[src/rtl/fp16_pkg.sv]
// Purpose: shared binary16 format constants, operand struct and operand classifier.
// Latency: n/a (types, constants and a combinational helper only).
// Backpressure: n/a.
package fp16_pkg;

  localparam int EXP_W  = 5;
  localparam int FRAC_W = 10;
  localparam int BIAS   = 15;
  // First exponent that no longer encodes a finite number.
  localparam int EXP_MAX = 2 * BIAS + 1;

  localparam logic [15:0] QNAN    = 16'h7E00;
  localparam logic [15:0] POS_INF = 16'h7C00;
  localparam logic [15:0] NEG_INF = 16'hFC00;

  typedef struct packed {
    logic              sign;
    logic [EXP_W-1:0]  exp;
    logic [FRAC_W-1:0] frac;
  } fp16_t;

  typedef enum logic [1:0] {
    FP_ZERO,
    FP_NORMAL,
    FP_INF,
    FP_NAN
  } fp_class_t;

  // Subnormals (exp==0, frac!=0) are reported as zero: inputs are flushed.
  function automatic fp_class_t classify(input fp16_t x);
    if (x.exp == '0) begin
      return FP_ZERO;
    end else if (x.exp == '1) begin
      return (x.frac != '0) ? FP_NAN : FP_INF;
    end else begin
      return FP_NORMAL;
    end
  endfunction

endpackage

[src/rtl/fp16_lzc.sv]
// Purpose: 14-bit leading-zero counter for post-subtraction normalisation.
// Latency: combinational. Backpressure: n/a.
// Ports: data[13:0] in, count[3:0] out (14 when data is all zero).
module fp16_lzc (
  input  logic [13:0] data,
  output logic [3:0]  count
);

  // Ascending scan: the highest set bit is the last one to write count.
  always_comb begin
    count = 4'd14;
    for (int i = 0; i < 14; i++) begin
      if (data[i]) count = 4'(13 - i);
    end
  end

endmodule

[src/rtl/fp16_adder.sv]
// Purpose: registered binary16 adder, out = a + b, RNE rounding, FTZ in and out.
// Latency: 1 cycle (result registered on the edge that samples a/b/in_valid).
// Backpressure: none; out holds its last value while in_valid is low.
// Ports: clk, rst_n (async active-low), in_valid, a[15:0], b[15:0] ->
//        out_valid, out[15:0].
module fp16_adder
  import fp16_pkg::*;
(
  input  logic        clk,
  input  logic        rst_n,
  input  logic        in_valid,
  input  logic [15:0] a,
  input  logic [15:0] b,
  output logic        out_valid,
  output logic [15:0] out
);

  fp16_t     fa, fb, lg, sm;
  fp_class_t ca, cb;

  assign fa = a;
  assign fb = b;
  assign ca = classify(fa);
  assign cb = classify(fb);

  // Larger magnitude becomes L; its sign is the result sign.
  logic a_ge_b;
  assign a_ge_b = {fa.exp, fa.frac} >= {fb.exp, fb.frac};
  assign lg     = a_ge_b ? fa : fb;
  assign sm     = a_ge_b ? fb : fa;

  logic [10:0] m_l, m_s;
  logic [4:0]  diff;
  assign m_l  = {1'b1, lg.frac};
  assign m_s  = {1'b1, sm.frac};
  assign diff = lg.exp - sm.exp;

  // Small significand widened with guard/round positions, then aligned.
  // Everything shifted past the round bit collapses into sticky.
  logic [12:0] sm_wide, sm_shift;
  logic        sm_sticky;
  assign sm_wide = {m_s, 2'b00};

  always_comb begin
    if (diff >= 5'd13) begin
      sm_shift  = '0;
      sm_sticky = |sm_wide;
    end else begin
      sm_shift  = sm_wide >> diff;
      sm_sticky = |(sm_wide & ((13'd1 << diff) - 13'd1));
    end
  end

  // 14-bit working format: {hidden, frac[9:0], guard, round, sticky}.
  logic [13:0] ext_l, ext_s, dif;
  logic [14:0] sum;
  logic        eff_sub;
  logic [3:0]  lz;

  assign ext_l   = {m_l, 3'b000};
  assign ext_s   = {sm_shift, sm_sticky};
  assign eff_sub = lg.sign ^ sm.sign;
  assign sum     = {1'b0, ext_l} + {1'b0, ext_s};
  assign dif     = ext_l - ext_s;

  fp16_lzc u_lzc (
    .data  (dif),
    .count (lz)
  );

  // Normalise. Left shifts of more than one place only happen when the
  // exponents differ by at most one, where no bits reached sticky.
  logic [13:0]       norm;
  logic signed [6:0] exp_n;

  always_comb begin
    if (eff_sub) begin
      norm  = dif << lz;
      exp_n = $signed({2'b00, lg.exp}) - $signed({3'b000, lz});
    end else if (sum[14]) begin
      norm  = {sum[14:2], sum[1] | sum[0]};
      exp_n = $signed({2'b00, lg.exp}) + 7'sd1;
    end else begin
      norm  = sum[13:0];
      exp_n = $signed({2'b00, lg.exp});
    end
  end

  // Round to nearest, ties to even; a carry out renormalises.
  logic              rnd_up;
  logic [11:0]       rnd;
  logic signed [6:0] exp_r;
  logic [9:0]        frac_r;

  assign rnd_up = norm[2] & (norm[1] | norm[0] | norm[3]);
  assign rnd    = {1'b0, norm[13:3]} + {11'd0, rnd_up};
  assign exp_r  = exp_n + $signed({6'd0, rnd[11]});
  assign frac_r = rnd[11] ? rnd[10:1] : rnd[9:0];

  logic [15:0] result;

  always_comb begin
    result = {lg.sign, exp_r[4:0], frac_r};
    if (ca == FP_NAN || cb == FP_NAN) begin
      result = QNAN;
    end else if (ca == FP_INF && cb == FP_INF && fa.sign != fb.sign) begin
      result = QNAN;
    end else if (ca == FP_INF) begin
      result = a;
    end else if (cb == FP_INF) begin
      result = b;
    end else if (ca == FP_ZERO && cb == FP_ZERO) begin
      result = {fa.sign & fb.sign, 15'd0};
    end else if (ca == FP_ZERO) begin
      result = b;
    end else if (cb == FP_ZERO) begin
      result = a;
    end else if (eff_sub && dif == '0) begin
      result = 16'h0000;
    end else if (exp_n <= 7'sd0) begin
      result = {lg.sign, 15'd0};
    end else if (exp_r >= $signed(7'(EXP_MAX))) begin
      result = lg.sign ? NEG_INF : POS_INF;
    end
  end

  always_ff @(posedge clk or negedge rst_n) begin
    if (!rst_n) begin
      out_valid <= 1'b0;
      out       <= 16'h0000;
    end else begin
      out_valid <= in_valid;
      if (in_valid) out <= result;
    end
  end

endmodule

[config.mk]
export PLATFORM = sky130hd
export DESIGN_NAME = fp16_adder
export DESIGN_NICKNAME = d
export VERILOG_FILES = /design/src/rtl/fp16_pkg.sv /design/src/rtl/fp16_lzc.sv /design/src/rtl/fp16_adder.sv
export SDC_FILE = /design/constraint.sdc
export NUM_CORES = 1
export LEC_CHECK = 0
export BUFFER_PORTS_ARGS = -buffer_cell sky130_fd_sc_hd__buf_2
export CORE_ASPECT_RATIO = 0.5
export CORE_MARGIN = 2
export CORE_UTILIZATION = 60
export CTS_CLUSTER_SIZE = 20
export DETAILED_ROUTE_END_ITERATION = 8
export PLACE_DENSITY_LB_ADDON = 0.25
export SYNTH_ARGS = -nofsm -noshare
export SYNTH_HDL_FRONTEND = slang
export SYNTH_SLANG_ARGS = --single-unit
[constraint.sdc]
create_clock -name clk -period 1.7 [get_ports clk]
set_clock_uncertainty 0.15 [all_clocks]
set_input_delay 0.085 -clock clk [delete_from_list [all_inputs] [get_ports clk]]
set_output_delay 0.085 -clock clk [all_outputs]
set_load 0.02 [all_outputs]
==> flow_summary.yaml, run 1 <==
place:
  dp_hpwl_um: 30300
  port_buffers: 51
  gp_congestion: 1.12
cts:
  cts_resized: 107
  numCtsBuffers: 3
  postCtsSetupBuffers: 27
  clock_sinks: 17
  cts_buffer_depth: 2
  hold_buffers: 1
  cts_root_buf: "clkbuf_16"
  htree_num_levels: 1
status:
  tool.error: "[ERROR DPL-0033] detailed placement checks failed during check placement."
  lastStage: "clock tree synthesis"
  run_status: "did not finish"
floorplanning:
  die_x_um: 154
  num_io_pins: 52
  fp.dieH_um: 78.9
  start_util: 0.613
  std_cell_rows: 27
synthesis:
  ys.flop_type: "dfrtp_1"
  yosysWarningCount: 0
  ys_seq_area_frac: 0.0632
  synth_area_um2: 6730
  synth_cell_types: 109
  synth_seq_cells: 17
  ys_async_sr_fraction: 1.00
  syn_inst: 981
  synth_fp_nets: 1066
  synth-edff-count: 0
  avgSynthCellArea_um2: 6.86
-- synthesized netlist by cell type, drive strengths merged, types with 5 or more instances --
master    n  area, um^2
a211o     5        43.8
a211oi   25         203
a21boi    6        45.0
a21o     20         151
a21oi    78         394
a22o      5        43.8
a22oi     5        37.5
a311oi   11         103
a31oi    20         146
a32oi     5        43.8
and2     20         130
and3     11        68.8
buf      22         155
clkbuf   30         113
dfrtp    17         425
ha       48         601
inv      57         214
mux2i    23         230
nand2   102         385
nand2b    8        50.1
nand3    39         200
nand4    11        75.1
nor2     95         380
nor2b     7        43.8
nor3     34         185
nor4      8        56.3
o211ai   23         178
o21a      6        45.0
o21ai    74         378
o21bai    5        37.5
o221ai    5        73.8
o22ai     6        37.5
o311ai    5        58.8
o31ai    10        80.1
or2      10        62.6
or3       8        50.1
xnor2    19         166
xor2      7        61.3
-- per-stage QoR --
stage | hold slack [ps] | setup WS (ps) | instances | instance area (um^2)
floorplan | -361 | -7720 | 981 | 6920
detailed placement | -115 | -7990 | 1507 | 9960
global placement | -137 | -7210 | 1507 | 9960
-- kinds of logic after synthesis --
logic type / synth area share
AO/OA/AOI/OAI: 0.404
XOR/XNOR: 0.0338
adder cells (fa/ha/maj): 0.0951
buffers and inverters: 0.0726
flip-flops: 0.0632
multiplexers: 0.0509
AND/OR/NAND/NOR: 0.281
==> run 2, diff against run 1 <==
CORE_ASPECT_RATIO = default   (was 0.5)
CORE_UTILIZATION = 40   (was 60)
CTS_CLUSTER_SIZE = default   (was 20)
PLACE_DENSITY_LB_ADDON = 0.15   (was 0.25)
==> run 2 against run 1 <==
The flow now finishes, with violations (setup timing). Synthesized area did not move. Synthesized cell count did not move.
==> flow_summary.yaml, run 2 <==
cells_and_area:
  diodes: 0
  final_common_cell: "buf_4"
  fin_util: 0.673
  stdcell_count: 1652
  nets: 1518
  drive_gt1_frac: 0.457
  syn_to_final_growth_pct: 65.3
  final_cell_mix: "buf_4, nand2_1, nor2_1"
  largestRegisters: "out x16, out_valid x1"
  largest-register: "out"
  largest_reg_flops: 16
  finish.instance_area_um2: 11100
global_routing:
  grt_pass1_vias: 9358
  antenna_found_initial: 0
  grt_max_degree: 36
  grtUsageTotal: 0.344
  grt_pass1_wl_um: 49100
  grt_overflow_total: 0
setup_path:
  crit_slowest_cell: "or4b_4"
  crit_family: "simple AND/OR/NAND/NOR gates"
  worst_setup_path_end_kind: "register"
  worstPathMaxFanout: 8
  crit_type: "input port to register"
  required_ps: 1740
  worstPathArrival_ps: 8590
  slowest_delay_ps: 560
  worst-path-buf-inv: 4
  cp-start-kind: "input port"
  crit_path_frequent_cell: "ha_4"
sta:
  fmax_mhz: 117
  setup-violations-final: 16
  drv_slew: 0
  fin_ws_ps: -6850
  fin_crit_sh: 5.03
  rsz0062_at_grt: "true"
  min_period_ps: 8550
  maxSlewHeadroom: 0.471
  hold_viol_final: 0
  tightestPinTransition_ps: 785
place:
  gp_congestion: 0.984
  placed_cells: 1606
  port_buffers: 51
  place_area_um2: 10200
  dp_hpwl_um: 25900
cts:
  numCtsBuffers: 3
  cts.clk_slew.worst_paths_ps: 60
  clock_sinks: 17
  cts_tree: "yes"
  clk-insertion-delay-late_ps: 250
  cts_root_buf: "clkbuf_16"
  htree_num_levels: 1
  cts_buffer_depth: 2
floorplanning:
  core_um2: 16500
  die_x_um: 134
  dieArea_um2: 17900
  std_cell_rows: 47
  start_util: 0.408
  fp.dieH_um: 134
  num_io_pins: 52
drt:
  drt_wl_total_um: 31800
  drt_first_pass_iters: 5
  drc_errors: 0
  drt_iter0_drc: 748
  wire_per_inst_um: 19.2
  drtAntennaViolNets: 0
  met1_length_um: 13500
  topRoutingLayerUsed: "met4"
  vias: 9671
  dr_wl_met3_um: 1750
  wl_met2_um: 14600
  viasPerCell: 5.85
status:
  violations: "setup timing"
  run_status: "finished with violations"
job:
  maxCapViolCount: 0
synthesis:
  ys_seq_area_frac: 0.0632
  syn_inst: 981
  yosysWarningCount: 0
  synth_area_leaders: "ha_1, dfrtp_1, a21oi_1, nand2_1, nor2_1"
  avgSynthCellArea_um2: 6.86
  yosysTopAreaCellShare: 0.0892
  synth_area_leader_cell: "ha_1"
  synth_most_common_cell: "nand2_1"
  synth_seq_cells: 17
  synth-edff-count: 0
  ys.flop_type: "dfrtp_1"
  ys_async_sr_fraction: 1.00
  synth_fp_nets: 1066
  synth_cell_types: 109
  ys_top_cells_by_count: "nand2_1, nor2_1, a21oi_1"
  synth_area_um2: 6730
power_and_ir_drop:
  peakVddDrop_mv: 0.930
  leakage_nw: 5.22
  powerDensity_nw_per_um2: 1240
min_path:
  hold_class: "input port to register"
run 2: area by class of cell:
cell class | count | area [um^2]
Multi-Input combinational cell | 853 | 6410
Fill cell | 1438 | 5400
Timing Repair Buffer | 499 | 3690
Sequential cell | 17 | 425
Tap cell | 220 | 275
Inverter | 59 | 243
Clock buffer | 3 | 75.1
Clock inverter | 1 | 7.51
run 2: cells by family after synthesis:
group,Yosys count,share of synthesized area
simple gates,373,0.281
compound gates,374,0.404
buf+inv,111,0.0726
mux,30,0.0509
fa+ha+maj,50,0.0951
flops,17,0.0632
xor+xnor,26,0.0338
run 2: worst paths after layout:
path	slack, ps	endpoint	depth (start not counted)	startpoint
min in group asynchronous	140	out[9]$_DFFE_PN0P_	2	rst_n
setup / recovery	-6850	out[1]$_DFFE_PN0P_	44	b[12]
max in group asynchronous	960	out[2]$_DFFE_PN0P_	2	rst_n
hold / removal	10	out_valid$_DFF_PN0_	2	in_valid
hold reg to reg	340	out[4]$_DFFE_PN0P_	1	out[4]$_DFFE_PN0P_
setup reg to reg	110	out[9]$_DFFE_PN0P_	5	out[9]$_DFFE_PN0P_
run 2: power by group:
part / switching, W / internal (W)
clock network: 0.000175 / 0.000318
logic: 0.00648 / 0.00613
registers: 0.000109 / 0.000564
run 2: what timing repair did:
action,CTS,global route
cloned,0,0
gates resized for setup,65,51
pin swaps,53,36
buffers inserted,27,13
hold buffers,2,0
hold endpoints to repair,18,0
endpoints found under the setup margin,16,16
run 2: stage by stage:
| stage | hold slack, ps | power [W] | TNS, ps | setup WS (ps) |
|---|---|---|---|---|
| floorplan | -361 | 0.00672 | -117730 | -7720 |
| global placement | -120 | 0.0118 | -115320 | -7440 |
| detailed placement | -113 | 0.0118 | -116560 | -7570 |
| CTS | 3.08 | 0.0130 | -104210 | -6730 |
| global route | 29.9 | 0.0147 | -111220 | -7160 |
| finish | 12.1 | 0.0138 | -106460 | -6850 |
run 2: worst reg2reg max path, delay by kind of cell, from the launching register on:
kind	cells	cell delay, ps
AO/OA/AOI/OAI	2	370
flip-flops	1	350
AND/OR/NAND/NOR	3	660
run 2: per-layer routing:
metal | vias to the layer above | global-route usage
li1 | 4642 | -
met1 | 4513 | 0.439
met2 | 409 | 0.580
met3 | 107 | 0.0297
met4 | 0 | 0.173
met5 | - | 0
Power figures use the tool's default switching activity.
